### src/rtl/uart_i2c_usb_sel_ctrl.sv
// Sequencer that owns the shared-pin UART/I2C/USB select: drains the active
// peripheral, tri-states the pads around the select change, then releases them.
module uart_i2c_usb_sel_ctrl #(
    parameter int unsigned DRAIN_TIMEOUT = 1000,
    parameter logic [7:0]  GUARD_DEF     = 8'd8
) (
    input  logic        app_clk,
    input  logic        arst_n,
    input  logic        reg_cs,
    input  logic        reg_wr,
    input  logic [1:0]  reg_addr,
    input  logic [31:0] reg_wdata,
    input  logic        reg_be,
    output logic [31:0] reg_rdata,
    output logic        reg_ack,
    input  logic        uart_idle,
    input  logic        i2c_idle,
    input  logic        usb_idle,
    output logic [1:0]  uart_i2c_usb_sel,
    output logic        pad_hold,
    output logic        sel_done
);

    typedef enum logic [2:0] {
        ST_IDLE,
        ST_DRAIN,
        ST_HOLD,
        ST_SWITCH,
        ST_SETTLE
    } state_t;

    localparam logic [15:0] DRAIN_LIM = 16'(DRAIN_TIMEOUT);

    localparam logic [1:0] ADDR_CTRL   = 2'd0;
    localparam logic [1:0] ADDR_GUARD  = 2'd1;
    localparam logic [1:0] ADDR_STATUS = 2'd2;

    state_t      state_q, state_d;
    logic [1:0]  cur_sel_q, cur_sel_d;
    logic [1:0]  tgt_q, tgt_d;
    logic        force_q, force_d;
    logic [7:0]  glen_q, glen_d;
    logic [7:0]  guard_q, guard_d;
    logic [7:0]  cnt_q, cnt_d;
    logic [15:0] drain_cnt_q, drain_cnt_d;
    logic        tout_err_q, tout_err_d;
    logic        inv_err_q, inv_err_d;
    logic        pad_hold_q, pad_hold_d;
    logic        sel_done_q, sel_done_d;
    logic        reg_ack_q, reg_ack_d;
    logic [31:0] reg_rdata_q, reg_rdata_d;

    logic        accept;
    logic        wr_acc;
    logic        rd_acc;
    logic        busy;
    logic        cur_idle;
    logic        glen_last;
    logic [31:0] rd_val;
    logic        unused_ok;

    assign unused_ok = ^reg_wdata[31:8];

    assign accept    = reg_cs && !reg_ack_q;
    assign wr_acc    = accept && reg_wr && reg_be;
    assign rd_acc    = accept && !reg_wr;
    assign busy      = (state_q != ST_IDLE);
    assign glen_last = (cnt_q == 8'(glen_q - 8'd1));

    always_comb begin
        cur_idle = 1'b1;
        case (cur_sel_q)
            2'b00:   cur_idle = uart_idle;
            2'b01:   cur_idle = i2c_idle;
            2'b10:   cur_idle = usb_idle;
            default: cur_idle = 1'b1;
        endcase
    end

    always_comb begin
        rd_val = 32'h0;
        case (reg_addr)
            ADDR_CTRL:   rd_val = {29'h0, busy, cur_sel_q};
            ADDR_GUARD:  rd_val = {24'h0, guard_q};
            ADDR_STATUS: rd_val = {27'h0, inv_err_q, tout_err_q, cur_sel_q, busy};
            default:     rd_val = 32'h0;
        endcase
    end

    always_comb begin
        state_d     = state_q;
        cur_sel_d   = cur_sel_q;
        tgt_d       = tgt_q;
        force_d     = force_q;
        glen_d      = glen_q;
        guard_d     = guard_q;
        cnt_d       = cnt_q;
        drain_cnt_d = drain_cnt_q;
        tout_err_d  = tout_err_q;
        inv_err_d   = inv_err_q;
        sel_done_d  = 1'b0;
        reg_ack_d   = accept;
        reg_rdata_d = rd_acc ? rd_val : 32'h0;

        if (wr_acc && (reg_addr == ADDR_GUARD)) begin
            guard_d = reg_wdata[7:0];
        end

        // Clears are applied first so that a same-cycle error event wins.
        if (wr_acc && (reg_addr == ADDR_STATUS)) begin
            if (reg_wdata[3]) tout_err_d = 1'b0;
            if (reg_wdata[4]) inv_err_d  = 1'b0;
        end

        case (state_q)
            ST_IDLE: begin
                if (wr_acc && (reg_addr == ADDR_CTRL)) begin
                    if (reg_wdata[1:0] == 2'b11) begin
                        inv_err_d = 1'b1;
                    end else if (reg_wdata[1:0] != cur_sel_q) begin
                        tgt_d       = reg_wdata[1:0];
                        force_d     = reg_wdata[2];
                        glen_d      = (guard_q == 8'd0) ? 8'd1 : guard_q;
                        drain_cnt_d = 16'd0;
                        state_d     = ST_DRAIN;
                    end
                end
            end
            ST_DRAIN: begin
                if (cur_idle) begin
                    cnt_d   = 8'd0;
                    state_d = ST_HOLD;
                end else begin
                    drain_cnt_d = drain_cnt_q + 16'd1;
                    if (drain_cnt_d == DRAIN_LIM) begin
                        tout_err_d = 1'b1;
                        cnt_d      = 8'd0;
                        state_d    = force_q ? ST_HOLD : ST_IDLE;
                    end
                end
            end
            ST_HOLD: begin
                if (glen_last) begin
                    cnt_d   = 8'd0;
                    state_d = ST_SWITCH;
                end else begin
                    cnt_d = cnt_q + 8'd1;
                end
            end
            ST_SWITCH: begin
                cur_sel_d = tgt_q;
                cnt_d     = 8'd0;
                state_d   = ST_SETTLE;
            end
            ST_SETTLE: begin
                if (glen_last) begin
                    cnt_d      = 8'd0;
                    sel_done_d = 1'b1;
                    state_d    = ST_IDLE;
                end else begin
                    cnt_d = cnt_q + 8'd1;
                end
            end
            default: begin
                state_d = ST_IDLE;
            end
        endcase

        // Derived from the next state so the pads are held from the first HOLD cycle.
        pad_hold_d = (state_d == ST_HOLD) || (state_d == ST_SWITCH) ||
                     (state_d == ST_SETTLE);
    end

    always_ff @(posedge app_clk or negedge arst_n) begin
        if (!arst_n) begin
            state_q     <= ST_IDLE;
            cur_sel_q   <= 2'b00;
            tgt_q       <= 2'b00;
            force_q     <= 1'b0;
            glen_q      <= 8'd1;
            guard_q     <= GUARD_DEF;
            cnt_q       <= 8'd0;
            drain_cnt_q <= 16'd0;
            tout_err_q  <= 1'b0;
            inv_err_q   <= 1'b0;
            pad_hold_q  <= 1'b0;
            sel_done_q  <= 1'b0;
            reg_ack_q   <= 1'b0;
            reg_rdata_q <= 32'h0;
        end else begin
            state_q     <= state_d;
            cur_sel_q   <= cur_sel_d;
            tgt_q       <= tgt_d;
            force_q     <= force_d;
            glen_q      <= glen_d;
            guard_q     <= guard_d;
            cnt_q       <= cnt_d;
            drain_cnt_q <= drain_cnt_d;
            tout_err_q  <= tout_err_d;
            inv_err_q   <= inv_err_d;
            pad_hold_q  <= pad_hold_d;
            sel_done_q  <= sel_done_d;
            reg_ack_q   <= reg_ack_d;
            reg_rdata_q <= reg_rdata_d;
        end
    end

    assign uart_i2c_usb_sel = cur_sel_q;
    assign pad_hold         = pad_hold_q;
    assign sel_done         = sel_done_q;
    assign reg_ack          = reg_ack_q;
    assign reg_rdata        = reg_rdata_q;

endmodule

### config.mk
export PLATFORM = sky130hd
export DESIGN_NAME = uart_i2c_usb_sel_ctrl
export DESIGN_NICKNAME = d
export VERILOG_FILES = /design/src/rtl/uart_i2c_usb_sel_ctrl.sv
export SDC_FILE = /design/constraint.sdc
export NUM_CORES = 1
export LEC_CHECK = 0
export ABC_AREA = 0
export CAP_MARGIN = 20
export CORE_MARGIN = 5
export CORE_UTILIZATION = 45
export DETAILED_ROUTE_END_ITERATION = 10
export GPL_TIMING_DRIVEN = 1
export PLACE_DENSITY = 0.76
export SETUP_SLACK_MARGIN = 0.3
export SLEW_MARGIN = 25
export SYNTH_ARGS = -nofsm -noshare
export SYNTH_HDL_FRONTEND = slang
export SYNTH_SLANG_ARGS = --single-unit
### constraint.sdc
create_clock -name app_clk -period 3.9 [get_ports app_clk]
set_clock_uncertainty 0.1 [all_clocks]
set_input_delay 0.585 -clock app_clk [delete_from_list [all_inputs] [get_ports app_clk]]
set_output_delay 0.585 -clock app_clk [all_outputs]
set_load 0.01 [all_outputs]
; ---- Word-level counts from Yosys, hierarchy flattened
; Cells that the tools add are included.
[classes]
bitwise = 1
n_reduce_logical = 22
n_eq_ne = 20
add_sub_neg = 3
n_mux = 34
[ops]
columns = op, n
row1 = 16-bit 2-to-1 mux, 4
row2 = 8-bit case mux with 3 select lines, 2
row3 = 32-bit 2-to-1 mux, 1
row4 = 8-bit 2-to-1 mux, 4
row5 = 16-bit case mux with 2 select lines, 1
row6 = 3-bit 2-to-1 mux, 7
row7 = 16-bit by 1-bit adder with 16-bit output (second input constant), 1
row8 = 16-bit by 10-bit == test with 1-bit output (second input constant), 1
row9 = 3-bit case mux with 5 select lines, 1
row10 = 3-bit by 2-bit == test with 1-bit output (second input constant), 4
row11 = 1-bit 2-to-1 mux, 12
row12 = 8-bit by 1-bit adder with 8-bit output (second input constant), 1
row13 = 8-bit == test, 1
row14 = 8-bit logical NOT, 1
row15 = 2-bit inequality test (second input constant), 4
row16 = 8-bit by 1-bit subtractor with 8-bit output (second input constant), 1
row17 = 1-bit logical AND, 7
row18 = 2-bit == test (second input constant), 3
row19 = 3-bit == test (second input constant), 2
row20 = 3-bit nonzero test, 2
row21 = 5-bit AND reduction, 1
row22 = 2-bit by 1-bit == test with 1-bit output (second input constant), 2
row23 = 2-bit logical NOT, 2
row24 = 4-bit AND reduction, 1
row25 = 12 further kinds, 14
[totals]
inputBits = 42
reg_bits = 85
elab_cells = 94
output_inout_bits = 37

; ---- Logic depth before layout (Yosys ltp)
; Gate-level depths: netlist of run 1.
[logic_depth]
depth_word = 10
depth_mapped = 8
ltp_nobuf = 8

; ---- Worst setup path after synthesis of run 1
; OpenSTA, ideal clock, no wires.
[synth_timing]
path_kind = register to register
from = register drain_cnt_q[0]
to = register state_q[0]
arrival_time_ns = 2.036
n_path_buf = 0
path_stages_with_launch = 8
setup_ns = 0.131
slack_ns = 1.633
synth_period_minus_slack_ns = 2.267
required_ns = 3.669
path_cell_list = dfrtp_1 > ha_1 > nand3_1 > nor4_4 > or4_1 > a2111oi_4 > nor2_1 > or3_1
[synth_via]
elab_chain_cells = 5
[synth_rtl]
columns = element, line_no
row1 = start: declaration, 45  ; logic [15:0] drain_cnt_q, drain_cnt_d;
row2 = start signal: assignment, 198  ; drain_cnt_q <= drain_cnt_d;
row3 = 16-bit by 1-bit adder with 16-bit output, 134  ; drain_cnt_d = drain_cnt_q + 16'd1;
row4 = 16-bit by 10-bit == test with 1-bit output, 135  ; if (drain_cnt_d == DRAIN_LIM) begin
row5 = 3-bit 2-to-1 mux, 135
row6 = 3-bit 2-to-1 mux, 130  ; if (cur_idle) begin
row7 = 3-bit case mux with 5 select lines, 115  ; case (state_q)
row8 = via state_d[0], 38  ; state_t state_q, state_d;
row9 = end signal: assignment, 191  ; state_q <= state_d;
row10 = end: declaration, 38
; The timed path passes the listed nets, and every way through them passes these cells.
; A chain may end at the register's enable or synchronous reset.

; ---- Worst setup path after layout of run 1
[layout_timing]
from = register glen_q[0]
to = register cnt_q[1]
[layout_via]
elab_chain_cells = 4
[layout_rtl]
columns = element, line_no
row1 = start: declaration, 42  ; logic [7:0] glen_q, glen_d;
row2 = start signal: assignment, 195  ; glen_q <= glen_d;
row3 = 8-bit by 1-bit subtractor with 8-bit output, 68  ; assign glen_last = (cnt_q == 8'(glen_q - 8'd1));
row4 = 8-bit == test, 68
row5 = 8-bit 2-to-1 mux, "143, 156"
row6 = 8-bit case mux with 3 select lines, 115
row7 = end signal: assignment, 197  ; cnt_q <= cnt_d;
row8 = end: declaration, 44  ; logic [7:0] cnt_q, cnt_d;
; Every way passes these cells.

==> flow_summary.html, run 1 <==
<table>
<tr><th>Metric</th><th>Value</th></tr>
<tr><th colspan="2">Status</th></tr>
<tr><td>Status</td><td>finished clean</td></tr>
<tr><th colspan="2">CTS</th></tr>
<tr><td>Clock tree from TritonCTS</td><td>done</td></tr>
<tr><td>Setup Buffers After CTS</td><td>0</td></tr>
<tr><td>Level count of the clock H-tree</td><td>3</td></tr>
<tr><td>Total clock sinks</td><td>between 60 and 70</td></tr>
<tr><td>Hold-fix buffers, CTS</td><td>0</td></tr>
<tr><td>Buffers from clock root to sink, at most</td><td>2</td></tr>
<tr><td>Count of instances resized after the clock tree is built</td><td>0</td></tr>
<tr><td>Post-CTS clock slew at the launch and capture registers of the worst setup and hold paths</td><td>80 ps</td></tr>
<tr><td>Number of CTS-inserted buffers</td><td>9</td></tr>
<tr><td>Clock root cell</td><td>sky130_fd_sc_hd__clkbuf_8</td></tr>
<tr><td>Clock insertion delay at the later pin of the skew report</td><td>350 ps</td></tr>
<tr><th colspan="2">Floorplan</th></tr>
<tr><td>DIE AREA</td><td>~0.0097 sq mm</td></tr>
<tr><td>Number of placed I/O pins</td><td>79</td></tr>
<tr><td>Cell Rows</td><td>32</td></tr>
<tr><td>Die width</td><td>98.4 um</td></tr>
<tr><td>Effective utilization at floorplan</td><td>0.459</td></tr>
<tr><td>Die Y</td><td>about 100 um</td></tr>
<tr><td>Core outline area</td><td>0.00765 sq mm</td></tr>
<tr><th colspan="2">Pwr</th></tr>
<tr><td>Logic gate share of total power</td><td>0.265</td></tr>
<tr><td>Share of power burned in registers</td><td>0.439</td></tr>
<tr><td>Leak</td><td>between 1.5 and 2 nW</td></tr>
<tr><td>Net Switching</td><td>0.663 mW</td></tr>
<tr><td>IR Drop Worst-Case VDD</td><td>0.000208 V</td></tr>
<tr><td>Overall power</td><td>1.92 mW</td></tr>
<tr><td>Cell Pwr Density</td><td>roughly 480 mW/mm^2</td></tr>
<tr><td>Clock power share</td><td>0.296</td></tr>
<tr><td>Cell Int Power</td><td>1.26 mW</td></tr>
<tr><td>Switching fraction of total power</td><td>0.345</td></tr>
<tr><th colspan="2">Layout</th></tr>
<tr><td>Fraction of final layout cells sized beyond drive strength 1</td><td>0.140</td></tr>
<tr><td>Area grow syn2layout</td><td>14.0%</td></tr>
<tr><td>Total Nets Final</td><td>433</td></tr>
<tr><td>Ant. Diodes</td><td>0</td></tr>
<tr><td>Final Core Density</td><td>0.524</td></tr>
<tr><td>Post-route non-filler standard cell count</td><td>495</td></tr>
<tr><td>Post-layout instance area</td><td>0.00401 sq mm</td></tr>
<tr><th colspan="2">Worst setup path</th></tr>
<tr><td>Setup crit start kind</td><td>flip-flop</td></tr>
<tr><td>Classification of the worst setup path</td><td>flip-flop to flip-flop</td></tr>
<tr><td>Endpoint arrival time on the critical path</td><td>2750 ps</td></tr>
<tr><td>Critical-path maximum fanout</td><td>8</td></tr>
<tr><td>Data required, critical path</td><td>approximately 4000 ps</td></tr>
<tr><td>Worst Setup End Kind</td><td>flip-flop</td></tr>
<tr><th colspan="2">Global routing</th></tr>
<tr><td>Maximum number of pins on one net before global-route repair</td><td>36</td></tr>
<tr><td>First-pass GRT wire length</td><td>between 10 and 15 mm</td></tr>
<tr><td>Overall fraction of global-route tracks in use</td><td>0.162</td></tr>
<tr><td>Number of global-route vias before repair</td><td>2768</td></tr>
<tr><td>Overflow left after global routing</td><td>0</td></tr>
<tr><td>Antenna violations before repair</td><td>0</td></tr>
<tr><th colspan="2">STA</th></tr>
<tr><td>Total setup violations reported at the end of the flow</td><td>0</td></tr>
<tr><td>Peak clock frequency supported by timing</td><td>approximately 380 MHz</td></tr>
<tr><td>Setup TNS Final</td><td>0 ps</td></tr>
<tr><td>Worst hold margin</td><td>219 ps</td></tr>
<tr><td>Fin crit period</td><td>2650 ps</td></tr>
<tr><td>Unrepaired setup endpoints after global routing</td><td>false</td></tr>
<tr><td>Number of endpoints with negative hold slack in the final report</td><td>0</td></tr>
<tr><td>Count of final max-slew check failures</td><td>0</td></tr>
<tr><td>Post-route setup slack</td><td>1250 ps</td></tr>
<tr><td>Pin slew with the least headroom to its limit</td><td>798 ps</td></tr>
<tr><td>Share of the clock period used by the worst path after layout</td><td>0.679</td></tr>
<tr><td>Worst rel slew slack</td><td>0.468</td></tr>
<tr><th colspan="2">Synthesis</th></tr>
<tr><td>Total number of yosys warnings</td><td>0</td></tr>
<tr><td>Distinct cell type count of the synthesized netlist</td><td>60</td></tr>
<tr><td>Top area cells in the synthesized netlist</td><td>sky130_fd_sc_hd__dfrtp_1, sky130_fd_sc_hd__mux2_2, sky130_fd_sc_hd__buf_4</td></tr>
<tr><td>Area share of the leading cell type in the synthesized netlist</td><td>0.420</td></tr>
<tr><td>Async SR Flop Fraction</td><td>1.00</td></tr>
<tr><td>Post-synth EDFFs</td><td>0</td></tr>
<tr><td>Synth Cell Area</td><td>0.00351 sq mm</td></tr>
<tr><td>Cell taking the most area after synthesis</td><td>sky130_fd_sc_hd__dfrtp_1</td></tr>
<tr><td>Part of the Yosys area used for sequential elements</td><td>0.435</td></tr>
<tr><td>Primary flip-flop cell chosen by synthesis mapping</td><td>sky130_fd_sc_hd__dfrtp_1</td></tr>
<tr><td>Flop and latch count out of synthesis</td><td>61</td></tr>
<tr><td>Synthesized instance count</td><td>357</td></tr>
<tr><td>Syn_area_per_cell</td><td>9.84 sq um</td></tr>
<tr><th colspan="2">Routing</th></tr>
<tr><td>Length of the first detailed-routing pass in iterations</td><td>4</td></tr>
<tr><td>WL final</td><td>around 7.4 mm</td></tr>
<tr><td>DRC violations left</td><td>0</td></tr>
<tr><td>Via density per instance</td><td>around 5.3</td></tr>
<tr><td>Number of DRC violations after detailed-routing iteration 0</td><td>168</td></tr>
<tr><td>Post-DRT Antenna Nets</td><td>0</td></tr>
<tr><td>Routed length per instance</td><td>15.0 um</td></tr>
<tr><td>Total number of vias</td><td>2633</td></tr>
<tr><th colspan="2">Placement</th></tr>
<tr><td>Number of cells after detailed placement</td><td>479</td></tr>
<tr><td>Setup Slack @ Placement</td><td>~900 ps</td></tr>
<tr><td>Final RePlAce weighted congestion</td><td>about 0.84</td></tr>
<tr><td>Post-DP HPWL</td><td>5.17 mm</td></tr>
<tr><td>Cell Area, Placed</td><td>0.00381 sq mm</td></tr>
<tr><td>Input/output buffers</td><td>30</td></tr>
<tr><th colspan="2">Job</th></tr>
<tr><td>Max-capacitance violation count</td><td>0</td></tr>
<tr><th colspan="2">Hold path</th></tr>
<tr><td>Class of the most critical hold timing path</td><td>input pin to async pin</td></tr>
</table>
## path summary, 6_finish.rpt
kind | startpoint | to | slack (ps) | depth (start not counted)
max | glen_q[0] | cnt_q[1] | 1250 | 8
min | arst_n | glen_q[6] | 220 | 1
max reg2reg | glen_q[0] | cnt_q[1] | 1250 | 8
min reg2reg | reg_ack | reg_ack | 370 | 1
max in group asynchronous | arst_n | glen_q[0] | 2560 | 2
min in group app_clk | reg_ack | reg_ack | 370 | 1
## layer usage
| metal | GRT usage | up-vias | share of wire |
|---|---|---|---|
| li1 | - | 1278 | - |
| met1 | 0.193 | 1294 | 0.43 |
| met2 | 0.281 | 48 | 0.52 |
| met3 | 0.0471 | 13 | 0.037 |
| met4 | 0.0557 | 0 | 0.014 |
| met5 | 0 | - | 0 |
## cells in the final DEF, fill, tap and decap left out, types with 4 or more instances in the layout
cell,Yosys,routed
sky130_fd_sc_hd__a21oi_1,11,11
sky130_fd_sc_hd__and2_1,9,9
sky130_fd_sc_hd__and3_1,4,4
sky130_fd_sc_hd__buf_4,25,4
sky130_fd_sc_hd__clkbuf_8,0,9
sky130_fd_sc_hd__clkdlybuf4s50_1,0,29
sky130_fd_sc_hd__clkinvlp_4,0,4
sky130_fd_sc_hd__conb_1,1,24
sky130_fd_sc_hd__dfrtp_1,59,59
sky130_fd_sc_hd__inv_1,11,11
sky130_fd_sc_hd__mux2_2,19,19
sky130_fd_sc_hd__mux2i_1,6,6
sky130_fd_sc_hd__nand2_1,24,24
sky130_fd_sc_hd__nand3_1,11,11
sky130_fd_sc_hd__nand4_1,4,4
sky130_fd_sc_hd__nor2_1,25,25
sky130_fd_sc_hd__nor2b_1,14,14
sky130_fd_sc_hd__nor3_1,8,8
sky130_fd_sc_hd__o21ai_0,25,25
sky130_fd_sc_hd__o221ai_1,4,4
sky130_fd_sc_hd__o31ai_1,5,5
sky130_fd_sc_hd__xnor2_1,14,14
sky130_fd_sc_hd__xor2_1,6,6
## registers in the layout, summed over array words and instances, names as in the netlist, 2 cells and up
register and flops:
cnt_q 8, drain_cnt_q 16, glen_q 8, guard_q 8, reg_rdata 8, state_q 3
tgt_q 2, uart_i2c_usb_sel 2
## cell usage after synthesis (2+ instances only)
cell and instances:
sky130_fd_sc_hd__o31ai_1 5, sky130_fd_sc_hd__inv_1 11, sky130_fd_sc_hd__o2111ai_1 2, sky130_fd_sc_hd__nand4_1 4, sky130_fd_sc_hd__mux2i_1 6, sky130_fd_sc_hd__a22oi_1 2, sky130_fd_sc_hd__o21bai_1 3, sky130_fd_sc_hd__nor4b_1 3
sky130_fd_sc_hd__buf_4 25, sky130_fd_sc_hd__o22ai_1 3, sky130_fd_sc_hd__buf_2 4, sky130_fd_sc_hd__or3_1 2, sky130_fd_sc_hd__nand2b_1 3, sky130_fd_sc_hd__nand3_1 11, sky130_fd_sc_hd__and2_1 9, sky130_fd_sc_hd__o21ai_0 25
sky130_fd_sc_hd__or4_1 3, sky130_fd_sc_hd__nor4_1 3, sky130_fd_sc_hd__xnor2_1 14, sky130_fd_sc_hd__o221ai_1 4, sky130_fd_sc_hd__nand2_1 24, sky130_fd_sc_hd__nor2b_1 14, sky130_fd_sc_hd__a31oi_1 2, sky130_fd_sc_hd__clkbuf_1 7
sky130_fd_sc_hd__nor3_1 8, sky130_fd_sc_hd__mux2_2 19, sky130_fd_sc_hd__xor2_1 6, sky130_fd_sc_hd__dfstp_2 2, sky130_fd_sc_hd__and3_1 4, sky130_fd_sc_hd__a211oi_1 2, sky130_fd_sc_hd__or2_2 2, sky130_fd_sc_hd__o21a_1 3
sky130_fd_sc_hd__dfrtp_1 59, sky130_fd_sc_hd__a21oi_1 11, sky130_fd_sc_hd__ha_1 3, sky130_fd_sc_hd__nor2_1 25
## cell type report
class	count	area [sq um]
Clock buffer	9	124
Clock inverter	7	73.8
Fill cell	704	3640
Inverter	11	41.3
Multi-Input combinational cell	271	1780
Sequential cell	61	1530
Tap cell	102	128
Timing Repair Buffer	34	325
## worst max-delay path, cell delays in order, from the launching register on
cell,delay [ps]
sky130_fd_sc_hd__dfstp_2,580
sky130_fd_sc_hd__inv_1,70
sky130_fd_sc_hd__ha_1,290
sky130_fd_sc_hd__nor3b_1,180
sky130_fd_sc_hd__xnor2_1,130
sky130_fd_sc_hd__nor3_1,200
sky130_fd_sc_hd__nand3_1,280
sky130_fd_sc_hd__o21ai_0,490
sky130_fd_sc_hd__o22ai_1,170
## power groups by stage
stage / Clock (mW) / Sequential [mW] / Combinational, mW
2_1_floorplan: 0 / 0.814 / 0.402
5_1_grt: 0.610 / 0.863 / 0.576
6_report: 0.569 / 0.844 / 0.511
4_1_cts: 0.581 / 0.844 / 0.513
3_5_place_dp: 0 / 0.855 / 0.509
3_3_place_gp: 0 / 0.850 / 0.486
## kinds of logic (layout without fill, tap and decap cells)
logic type / after synthesis / after routing / share of synthesized area
other: 1 / 24 / 0.00107
flip-flops: 61 / 61 / 0.435
AND/OR/NAND/NOR: 126 / 126 / 0.197
XOR/XNOR: 20 / 20 / 0.0499
multiplexers: 25 / 25 / 0.0780
adder cells (fa/ha/maj): 3 / 3 / 0.0107
AO/OA/AOI/OAI: 73 / 73 / 0.147
buffers and inverters: 48 / 61 / 0.0816
(Power assumes the default switching activity.)
==> inputs of run 2 (changes only) <==
Clock period 3.9 ns to 2.65 ns, I/O delays scaled along.
==> run 2 against run 1 <==
  * Cell area grew 6.7%
  * Global-route usage grew 0.38 points
  * Final cell count grew 3.2%
  * Count of clock-buffer cells in the layout is the same
  * Register-to-register slack lost 890 ps
  * Setup slack lost 890 ps
  * Die area is the same
  * Clock power grew 46%
  * Worst hold slack gained 160 ps
  * Power grew 54%
==> flow_summary.html, run 2 (synthesis results as in run 1) <==
<table>
<tr><th>Metric</th><th>Value</th></tr>
<tr><th colspan="2">Status</th></tr>
<tr><td>Status</td><td>finished clean</td></tr>
<tr><th colspan="2">Layout</th></tr>
<tr><td>Post-layout instance area</td><td>0.00427 sq mm (+6.7%)</td></tr>
<tr><td>Most flop-heavy register</td><td>drain_cnt_q</td></tr>
<tr><td>Filler cell count in the final layout</td><td>656 (-6.8%)</td></tr>
<tr><td>Fraction of final layout cells sized beyond drive strength 1</td><td>0.225 (+0.0850)</td></tr>
<tr><td>Final Core Density</td><td>0.559 (+0.0352)</td></tr>
<tr><td>Ant. Diodes</td><td>0 (unchanged)</td></tr>
<tr><td>Most frequent cells in the layout</td><td>sky130_fd_sc_hd__dfrtp_1, sky130_fd_sc_hd__clkdlybuf4s50_1, sky130_fd_sc_hd__nand2_1, sky130_fd_sc_hd__o21ai_0, sky130_fd_sc_hd__conb_1</td></tr>
<tr><td>Max FFs per register</td><td>16 (unchanged)</td></tr>
<tr><td>Total Nets Final</td><td>449 (+3.7%)</td></tr>
<tr><td>Most common cell after layout, fill and taps aside</td><td>sky130_fd_sc_hd__dfrtp_1</td></tr>
<tr><td>Area grow syn2layout</td><td>21.7%</td></tr>
<tr><th colspan="2">Worst setup path</th></tr>
<tr><td>Critical-path maximum fanout</td><td>5 (-3)</td></tr>
<tr><td>Data required, critical path</td><td>2830 ps (-1170 ps)</td></tr>
<tr><td>Chain of cells forming the critical path</td><td>or2_2 &gt; or4_1 &gt; xnor2_2 &gt; nand3_2 &gt; buf_4 &gt; nor4_2 &gt; or3_1</td></tr>
<tr><td>Setup crit start kind</td><td>flip-flop</td></tr>
<tr><td>Master of the slowest instance on the critical path</td><td>sky130_fd_sc_hd__or4_1</td></tr>
<tr><td>Worst Setup End Kind</td><td>flip-flop</td></tr>
<tr><td>Classification of the worst setup path</td><td>flip-flop to flip-flop</td></tr>
<tr><td>Worst setup path start</td><td>glen_q[1]</td></tr>
<tr><td>Endpoint arrival time on the critical path</td><td>2470 ps (-280 ps)</td></tr>
<tr><td>Reg-to-Reg Start</td><td>glen_q[1]</td></tr>
<tr><td>Max stage delay on crit path</td><td>460 ps (-120 ps)</td></tr>
<tr><th colspan="2">STA</th></tr>
<tr><td>Pin slew with the least headroom to its limit</td><td>654 ps (-145 ps)</td></tr>
<tr><td>Count of final max-slew check failures</td><td>0 (unchanged)</td></tr>
<tr><td>Peak clock frequency supported by timing</td><td>437 MHz (+16%)</td></tr>
<tr><td>Worst rel slew slack</td><td>0.564 (+0.0965)</td></tr>
<tr><td>Setup TNS Final</td><td>0 ps (unchanged)</td></tr>
<tr><td>Post-route setup slack</td><td>360 ps (-893 ps)</td></tr>
<tr><td>Share of the clock period used by the worst path after layout</td><td>0.864 (+0.185)</td></tr>
<tr><td>Unrepaired setup endpoints after global routing</td><td>true</td></tr>
<tr><td>Total setup violations reported at the end of the flow</td><td>0 (unchanged)</td></tr>
<tr><td>Fin crit period</td><td>2290 ps (-357 ps)</td></tr>
<tr><td>Number of endpoints with negative hold slack in the final report</td><td>0 (unchanged)</td></tr>
<tr><th colspan="2">Placement</th></tr>
<tr><td>Final RePlAce weighted congestion</td><td>0.812 (-3.5%)</td></tr>
<tr><td>Setup Slack @ Placement</td><td>-10.8 ps (-934 ps)</td></tr>
<tr><td>Input/output buffers</td><td>30 (unchanged)</td></tr>
<tr><td>Cell Area, Placed</td><td>0.00389 sq mm (+2.2%)</td></tr>
<tr><td>Post-DP HPWL</td><td>5.44 mm (+5.2%)</td></tr>
<tr><th colspan="2">Floorplan</th></tr>
<tr><td>Die width</td><td>98.4 um (unchanged)</td></tr>
<tr><td>DIE AREA</td><td>0.00967 sq mm (unchanged)</td></tr>
<tr><td>Number of placed I/O pins</td><td>79 (unchanged)</td></tr>
<tr><td>Cell Rows</td><td>32 (unchanged)</td></tr>
<tr><td>Die Y</td><td>98.4 um (unchanged)</td></tr>
<tr><td>Effective utilization at floorplan</td><td>0.459 (unchanged)</td></tr>
<tr><td>Core outline area</td><td>0.00765 sq mm (unchanged)</td></tr>
<tr><th colspan="2">CTS</th></tr>
<tr><td>Number of CTS-inserted buffers</td><td>9 (unchanged)</td></tr>
<tr><td>Clock tree from TritonCTS</td><td>done</td></tr>
<tr><td>Post-CTS clock slew at the launch and capture registers of the worst setup and hold paths</td><td>70 ps (about the same)</td></tr>
<tr><td>Clock root cell</td><td>sky130_fd_sc_hd__clkbuf_8</td></tr>
<tr><td>Total clock sinks</td><td>61 (unchanged)</td></tr>
<tr><td>Clock insertion delay at the later pin of the skew report</td><td>350 ps (about the same)</td></tr>
<tr><td>Buffers from clock root to sink, at most</td><td>2 (unchanged)</td></tr>
<tr><td>Level count of the clock H-tree</td><td>3 (unchanged)</td></tr>
<tr><th colspan="2">Global routing</th></tr>
<tr><td>Number of global-route vias before repair</td><td>2738 (-1.1%)</td></tr>
<tr><td>Overall fraction of global-route tracks in use</td><td>0.166 (+0.00376)</td></tr>
<tr><td>Overflow left after global routing</td><td>0 (unchanged)</td></tr>
<tr><td>First-pass GRT wire length</td><td>13.1 mm (+2.1%)</td></tr>
<tr><td>Antenna violations before repair</td><td>0 (unchanged)</td></tr>
<tr><td>Maximum number of pins on one net before global-route repair</td><td>36 (unchanged)</td></tr>
<tr><th colspan="2">Routing</th></tr>
<tr><td>Total number of vias</td><td>2756 (+4.7%)</td></tr>
<tr><td>Number of DRC violations after detailed-routing iteration 0</td><td>117 (-30%)</td></tr>
<tr><td>Post-DRT Antenna Nets</td><td>0 (unchanged)</td></tr>
<tr><td>Routed length per instance</td><td>15.3 um (+2.1%)</td></tr>
<tr><td>WL final</td><td>7.84 mm (+5.4%)</td></tr>
<tr><td>Via density per instance</td><td>5.39 (+1.4%)</td></tr>
<tr><td>DRC violations left</td><td>0 (unchanged)</td></tr>
<tr><td>Length of the first detailed-routing pass in iterations</td><td>4 (unchanged)</td></tr>
<tr><th colspan="2">Pwr</th></tr>
<tr><td>Overall power</td><td>2.97 mW (+54%)</td></tr>
<tr><td>IR Drop Worst-Case VDD</td><td>0.000494 V (+140%)</td></tr>
<tr><td>Leak</td><td>1.81 nW (+5.4%)</td></tr>
<tr><td>Cell Pwr Density</td><td>694 mW/mm^2 (+45%)</td></tr>
<tr><th colspan="2">Hold path</th></tr>
<tr><td>Class of the most critical hold timing path</td><td>flip-flop to flip-flop</td></tr>
<tr><td>Critical hold path startpoint</td><td>reg_ack</td></tr>
<tr><th colspan="2">Job</th></tr>
<tr><td>Max-capacitance violation count</td><td>0 (unchanged)</td></tr>
</table>
## run 2: cell count changes in the layout (fill, tap and decap cells not counted), moves of 4 or more
cell                      change
sky130_fd_sc_hd__dfrtp_1      -4
sky130_fd_sc_hd__buf_4       +13
sky130_fd_sc_hd__nor3_1       -4
sky130_fd_sc_hd__dfrtp_2      +4
sky130_fd_sc_hd__nor3_2       +4
## run 2: path summary, 6_finish.rpt
check,endpoint,slack [ps],cells after the start
worst max-delay path,state_q[0],360,7
worst min-delay path,reg_ack,380,1
worst max register to register,state_q[0],360,7
worst min register to register,reg_ack,380,1
max in group asynchronous,glen_q[0],1270,3
min in group asynchronous,reg_rdata[4],510,2
## run 2: stage by stage
step,cells,hold slack [ps]
finish,511,377
global route,511,429
CTS,505,375
detailed placement,487,358
global placement,487,341
floorplan,380,1.91
## run 2: report_power, final
group          switching (mW)  leakage (nW)  internal, mW
combinational           0.447         0.905         0.434
clock                   0.397        0.0918         0.437
sequential              0.178         0.810          1.07
total                    1.02          1.81          1.95
## run 2: layer usage
metal | GRT usage | vias to the layer above | wire length [um]
li1 | - | 1322 | -
met1 | 0.206 | 1378 | 3330
met2 | 0.282 | 51 | 4110
met3 | 0.0479 | 5 | 316
met4 | 0.0483 | 0 | 81
met5 | 0 | - | 0
## run 2: layout make-up
class | instances | area, sq um | area share
tap | 102 | 128 | 0.0299
clock inverter | 7 | 75.1 | 0.0176
clock buffer | 9 | 124 | 0.0290
timing repair buffer | 50 | 473 | 0.111
inverter | 11 | 41.3 | 0.00966
multi-input combinational | 271 | 1900 | 0.444
sequential | 61 | 1530 | 0.359
## run 2: timing repair
item	in CTS	in global routing
gates cloned	0	0
resized for setup	6	20
setup buffers	1	6
hold buffers	1	0
pin swaps	2	7
endpoints found under the setup margin	14	21
hold endpoints to repair	26	0
## run 2: worst max-delay path, delay by kind of cell (launching register included)
kind,cells,cell delay [ps]
AND/OR/NAND/NOR,5,1350
XOR/XNOR,1,210
buffers and inverters,1,160
flip-flops,1,410
==> inputs of run 3 (changes only) <==
Settings changed: CORE_UTILIZATION 45 to 51, CTS_CLUSTER_SIZE set to 24, PLACE_DENSITY 0.76 to 0.84.
==> run 3 against run 2 <==
  * Wire length increased by 1.9%
  * Sequential power about the same
  * Cell area decreased by 0.12%
  * Register-to-register slack got worse by 140 ps
  * Combinational power decreased by 2%
  * Via count increased by 1.2%
  * First-iteration DRC count increased by 24%
  * Largest cell class unchanged
==> flow_summary.html, run 3 (synthesis results as in run 1) <==
<table>
<tr><th>Metric</th><th>Value</th></tr>
<tr><th colspan="2">STA</th></tr>
<tr><td>Number of endpoints with negative hold slack in the final report</td><td>0 (unchanged)</td></tr>
<tr><td>Pin slew with the least headroom to its limit</td><td>586 ps (-67.5 ps)</td></tr>
<tr><td>Unrepaired setup endpoints after global routing</td><td>true</td></tr>
<tr><td>Fin crit period</td><td>2430 ps (+137 ps)</td></tr>
<tr><td>Peak clock frequency supported by timing</td><td>412 MHz (-5.6%)</td></tr>
<tr><td>Total setup violations reported at the end of the flow</td><td>0 (unchanged)</td></tr>
<tr><td>Share of the clock period used by the worst path after layout</td><td>0.916 (+0.0516)</td></tr>
<tr><td>Post-route setup slack</td><td>223 ps (-137 ps)</td></tr>
<tr><td>Count of final max-slew check failures</td><td>0 (unchanged)</td></tr>
<tr><td>Worst rel slew slack</td><td>0.609 (+0.0446)</td></tr>
<tr><th colspan="2">Layout</th></tr>
<tr><td>Most common cell after layout, fill and taps aside</td><td>sky130_fd_sc_hd__dfrtp_1</td></tr>
<tr><td>Most frequent cells in the layout</td><td>sky130_fd_sc_hd__dfrtp_1, sky130_fd_sc_hd__clkdlybuf4s50_1, sky130_fd_sc_hd__nand2_1, sky130_fd_sc_hd__conb_1, sky130_fd_sc_hd__nor2_1</td></tr>
<tr><td>Total Nets Final</td><td>450 (+0.22%)</td></tr>
<tr><td>Ant. Diodes</td><td>0 (unchanged)</td></tr>
<tr><td>Post-layout instance area</td><td>0.00427 sq mm (-0.12%)</td></tr>
<tr><td>Final Core Density</td><td>0.632 (+0.0730)</td></tr>
<tr><td>Max FFs per register</td><td>16 (unchanged)</td></tr>
<tr><td>Area taken by flip-flops and latches</td><td>0.00153 sq mm (-0.16%)</td></tr>
<tr><td>Area grow syn2layout</td><td>21.5%</td></tr>
<tr><td>Area used by multi-input combinational logic</td><td>0.00189 sq mm (-0.66%)</td></tr>
<tr><td>Most flop-heavy register</td><td>drain_cnt_q</td></tr>
<tr><td>Fraction of final layout cells sized beyond drive strength 1</td><td>0.210 (-0.0152)</td></tr>
<tr><td>Filler cell count in the final layout</td><td>518 (-21%)</td></tr>
<tr><th colspan="2">Hold path</th></tr>
<tr><td>Class of the most critical hold timing path</td><td>flip-flop to flip-flop</td></tr>
<tr><th colspan="2">Placement</th></tr>
<tr><td>Setup Slack @ Placement</td><td>-56.7 ps (-46.0 ps)</td></tr>
<tr><td>Input/output buffers</td><td>30 (unchanged)</td></tr>
<tr><td>Cell Area, Placed</td><td>0.00386 sq mm (-0.84%)</td></tr>
<tr><td>Post-DP HPWL</td><td>5.53 mm (+1.5%)</td></tr>
<tr><td>Final RePlAce weighted congestion</td><td>0.931 (+15%)</td></tr>
<tr><th colspan="2">Floorplan</th></tr>
<tr><td>Number of placed I/O pins</td><td>79 (unchanged)</td></tr>
<tr><td>Die Y</td><td>93 um (-5.4%)</td></tr>
<tr><td>Cell Rows</td><td>30 (-6.3%)</td></tr>
<tr><td>Core outline area</td><td>0.00676 sq mm (-12%)</td></tr>
<tr><td>DIE AREA</td><td>0.00865 sq mm (-11%)</td></tr>
<tr><td>Effective utilization at floorplan</td><td>0.520 (+0.0606)</td></tr>
<tr><td>Die width</td><td>93 um (-5.4%)</td></tr>
<tr><th colspan="2">Pwr</th></tr>
<tr><td>IR Drop Worst-Case VDD</td><td>0.000558 V (+13%)</td></tr>
<tr><td>Overall power</td><td>3.13 mW (+5.3%)</td></tr>
<tr><td>Cell Pwr Density</td><td>732 mW/mm^2 (+5.5%)</td></tr>
<tr><td>Leak</td><td>1.85 nW (+2.5%)</td></tr>
<tr><th colspan="2">Worst setup path</th></tr>
<tr><td>Setup crit start kind</td><td>flip-flop</td></tr>
<tr><td>Chain of cells forming the critical path</td><td>ha_4 &gt; nand3_4 &gt; nor4_4 &gt; buf_4 &gt; or4_4 &gt; a2111oi_4 &gt; o22a_2 &gt; o22ai_1</td></tr>
<tr><td>Data required, critical path</td><td>2780 ps (-50 ps)</td></tr>
<tr><td>Largest delay share family, worst path</td><td>compound AO/OA/AOI/OAI gates</td></tr>
<tr><td>Worst Setup End Kind</td><td>flip-flop</td></tr>
<tr><td>Crit path buf inv count</td><td>1 (unchanged)</td></tr>
<tr><td>Endpoint arrival time on the critical path</td><td>2550 ps (+80 ps)</td></tr>
<tr><td>Max stage delay on crit path</td><td>460 ps (about the same)</td></tr>
<tr><td>Classification of the worst setup path</td><td>flip-flop to flip-flop</td></tr>
<tr><td>Critical-path maximum fanout</td><td>8 (+3)</td></tr>
<tr><td>Master of the slowest instance on the critical path</td><td>sky130_fd_sc_hd__or4_4</td></tr>
<tr><th colspan="2">CTS</th></tr>
<tr><td>Total clock sinks</td><td>61 (unchanged)</td></tr>
<tr><td>Post-CTS clock slew at the launch and capture registers of the worst setup and hold paths</td><td>70 ps (about the same)</td></tr>
<tr><td>Number of CTS-inserted buffers</td><td>9 (unchanged)</td></tr>
<tr><td>Clock tree from TritonCTS</td><td>done</td></tr>
<tr><td>Buffers from clock root to sink, at most</td><td>2 (unchanged)</td></tr>
<tr><td>Clock insertion delay at the later pin of the skew report</td><td>340 ps (about the same)</td></tr>
<tr><td>Clock root cell</td><td>sky130_fd_sc_hd__clkbuf_8</td></tr>
<tr><td>Level count of the clock H-tree</td><td>3 (unchanged)</td></tr>
<tr><th colspan="2">Routing</th></tr>
<tr><td>WL final</td><td>7.98 mm (+1.9%)</td></tr>
<tr><td>Number of DRC violations after detailed-routing iteration 0</td><td>145 (+24%)</td></tr>
<tr><td>Routed length per instance</td><td>16.3 um (+6.3%)</td></tr>
<tr><td>Total number of vias</td><td>2790 (+1.2%)</td></tr>
<tr><td>Post-DRT Antenna Nets</td><td>0 (unchanged)</td></tr>
<tr><td>DRC violations left</td><td>0 (unchanged)</td></tr>
<tr><td>Length of the first detailed-routing pass in iterations</td><td>4 (unchanged)</td></tr>
<tr><td>Via density per instance</td><td>5.69 (+5.6%)</td></tr>
<tr><th colspan="2">Global routing</th></tr>
<tr><td>Global routing usage on met2</td><td>0.326 (+0.0434)</td></tr>
<tr><td>Met1 Use GR</td><td>0.218 (+0.0125)</td></tr>
<tr><td>Overflow left after global routing</td><td>0 (unchanged)</td></tr>
<tr><td>Overall fraction of global-route tracks in use</td><td>0.186 (+0.0199)</td></tr>
<tr><td>Number of global-route vias before repair</td><td>2736 (-0.073%)</td></tr>
<tr><td>Routing usage on met3</td><td>0.0539 (+0.00604)</td></tr>
<tr><td>GRT busiest layer</td><td>met2</td></tr>
<tr><td>Antenna violations before repair</td><td>0 (unchanged)</td></tr>
<tr><td>Maximum number of pins on one net before global-route repair</td><td>25 (-31%)</td></tr>
<tr><td>First-pass GRT wire length</td><td>12.8 mm (-2.7%)</td></tr>
<tr><th colspan="2">Status</th></tr>
<tr><td>Status</td><td>finished clean</td></tr>
<tr><th colspan="2">Job</th></tr>
<tr><td>Max-capacitance violation count</td><td>0 (unchanged)</td></tr>
</table>
==> run 3: cell types whose count changed in the layout (fill, tap and decap cells not counted), sizes merged <==
cell,delta
buf,+1
inv,-1
clkinv,+2
clkinvlp,-3
bufinv,+2
==> run 3: final timing paths <==
path / startpoint / to / slack, ps / cells after the start
max: drain_cnt_q[0] / cnt_q[1] / 220 / 8
min: reg_ack / reg_ack / 360 / 1
max reg2reg: drain_cnt_q[0] / cnt_q[1] / 220 / 8
min reg2reg: reg_ack / reg_ack / 360 / 1
max in group asynchronous: arst_n / guard_q[3] / 1350 / 3
min in group asynchronous: arst_n / cnt_q[7] / 400 / 2
==> run 3: where the power goes <==
group | internal, mW | leakage, nW | switching (mW)
combinational | 0.426 | 0.915 | 0.439
clock | 0.621 | 0.123 | 0.380
sequential | 1.07 | 0.813 | 0.186
==> run 3: worst reg2reg max path, stage by stage (launching register included) <==
cell and delay (ps):
sky130_fd_sc_hd__dfrtp_1 440, sky130_fd_sc_hd__ha_4 200, sky130_fd_sc_hd__nand3_4 80, sky130_fd_sc_hd__nor4_4 80, sky130_fd_sc_hd__buf_4 140, sky130_fd_sc_hd__or4_4 460, sky130_fd_sc_hd__a2111oi_4 410, sky130_fd_sc_hd__o22a_2 310
sky130_fd_sc_hd__o22ai_1 100
==> run 3: stage by stage <==
step | setup TNS (ps) | hold WS (ps) | instances
finish | 0 | 362 | 490
global route | 0 | 391 | 490
CTS | 0 | 364 | 485
detailed placement | -180 | 232 | 466
global placement | 0 | 226 | 466
floorplan | 0 | 1.91 | 380
==> run 3: final cells by class <==
cell class	count	share of cell area
well taps	80	0.0234
clock inverters	7	0.0267
clock buffers	9	0.0290
repair buffers	51	0.110
multi-input cells	271	0.442
inverters	11	0.00967
flip-flops and latches	61	0.359
==> run 3: repair_timing <==
| item | in CTS | in global routing |
|---|---|---|
| hold buffers | 1 | 0 |
| endpoints found under the hold margin | 14 | 0 |
| gates resized for setup | 4 | 22 |
| setup buffers | 2 | 5 |
| endpoints found under the setup margin | 18 | 31 |
| pin swaps | 1 | 9 |
==> run 3: layer usage <==
metal,up-vias,wire (um)
met1,1389,3390
met4,0,141
met2,63,4160
met3,16,299
li1,1322,-
met5,-,0
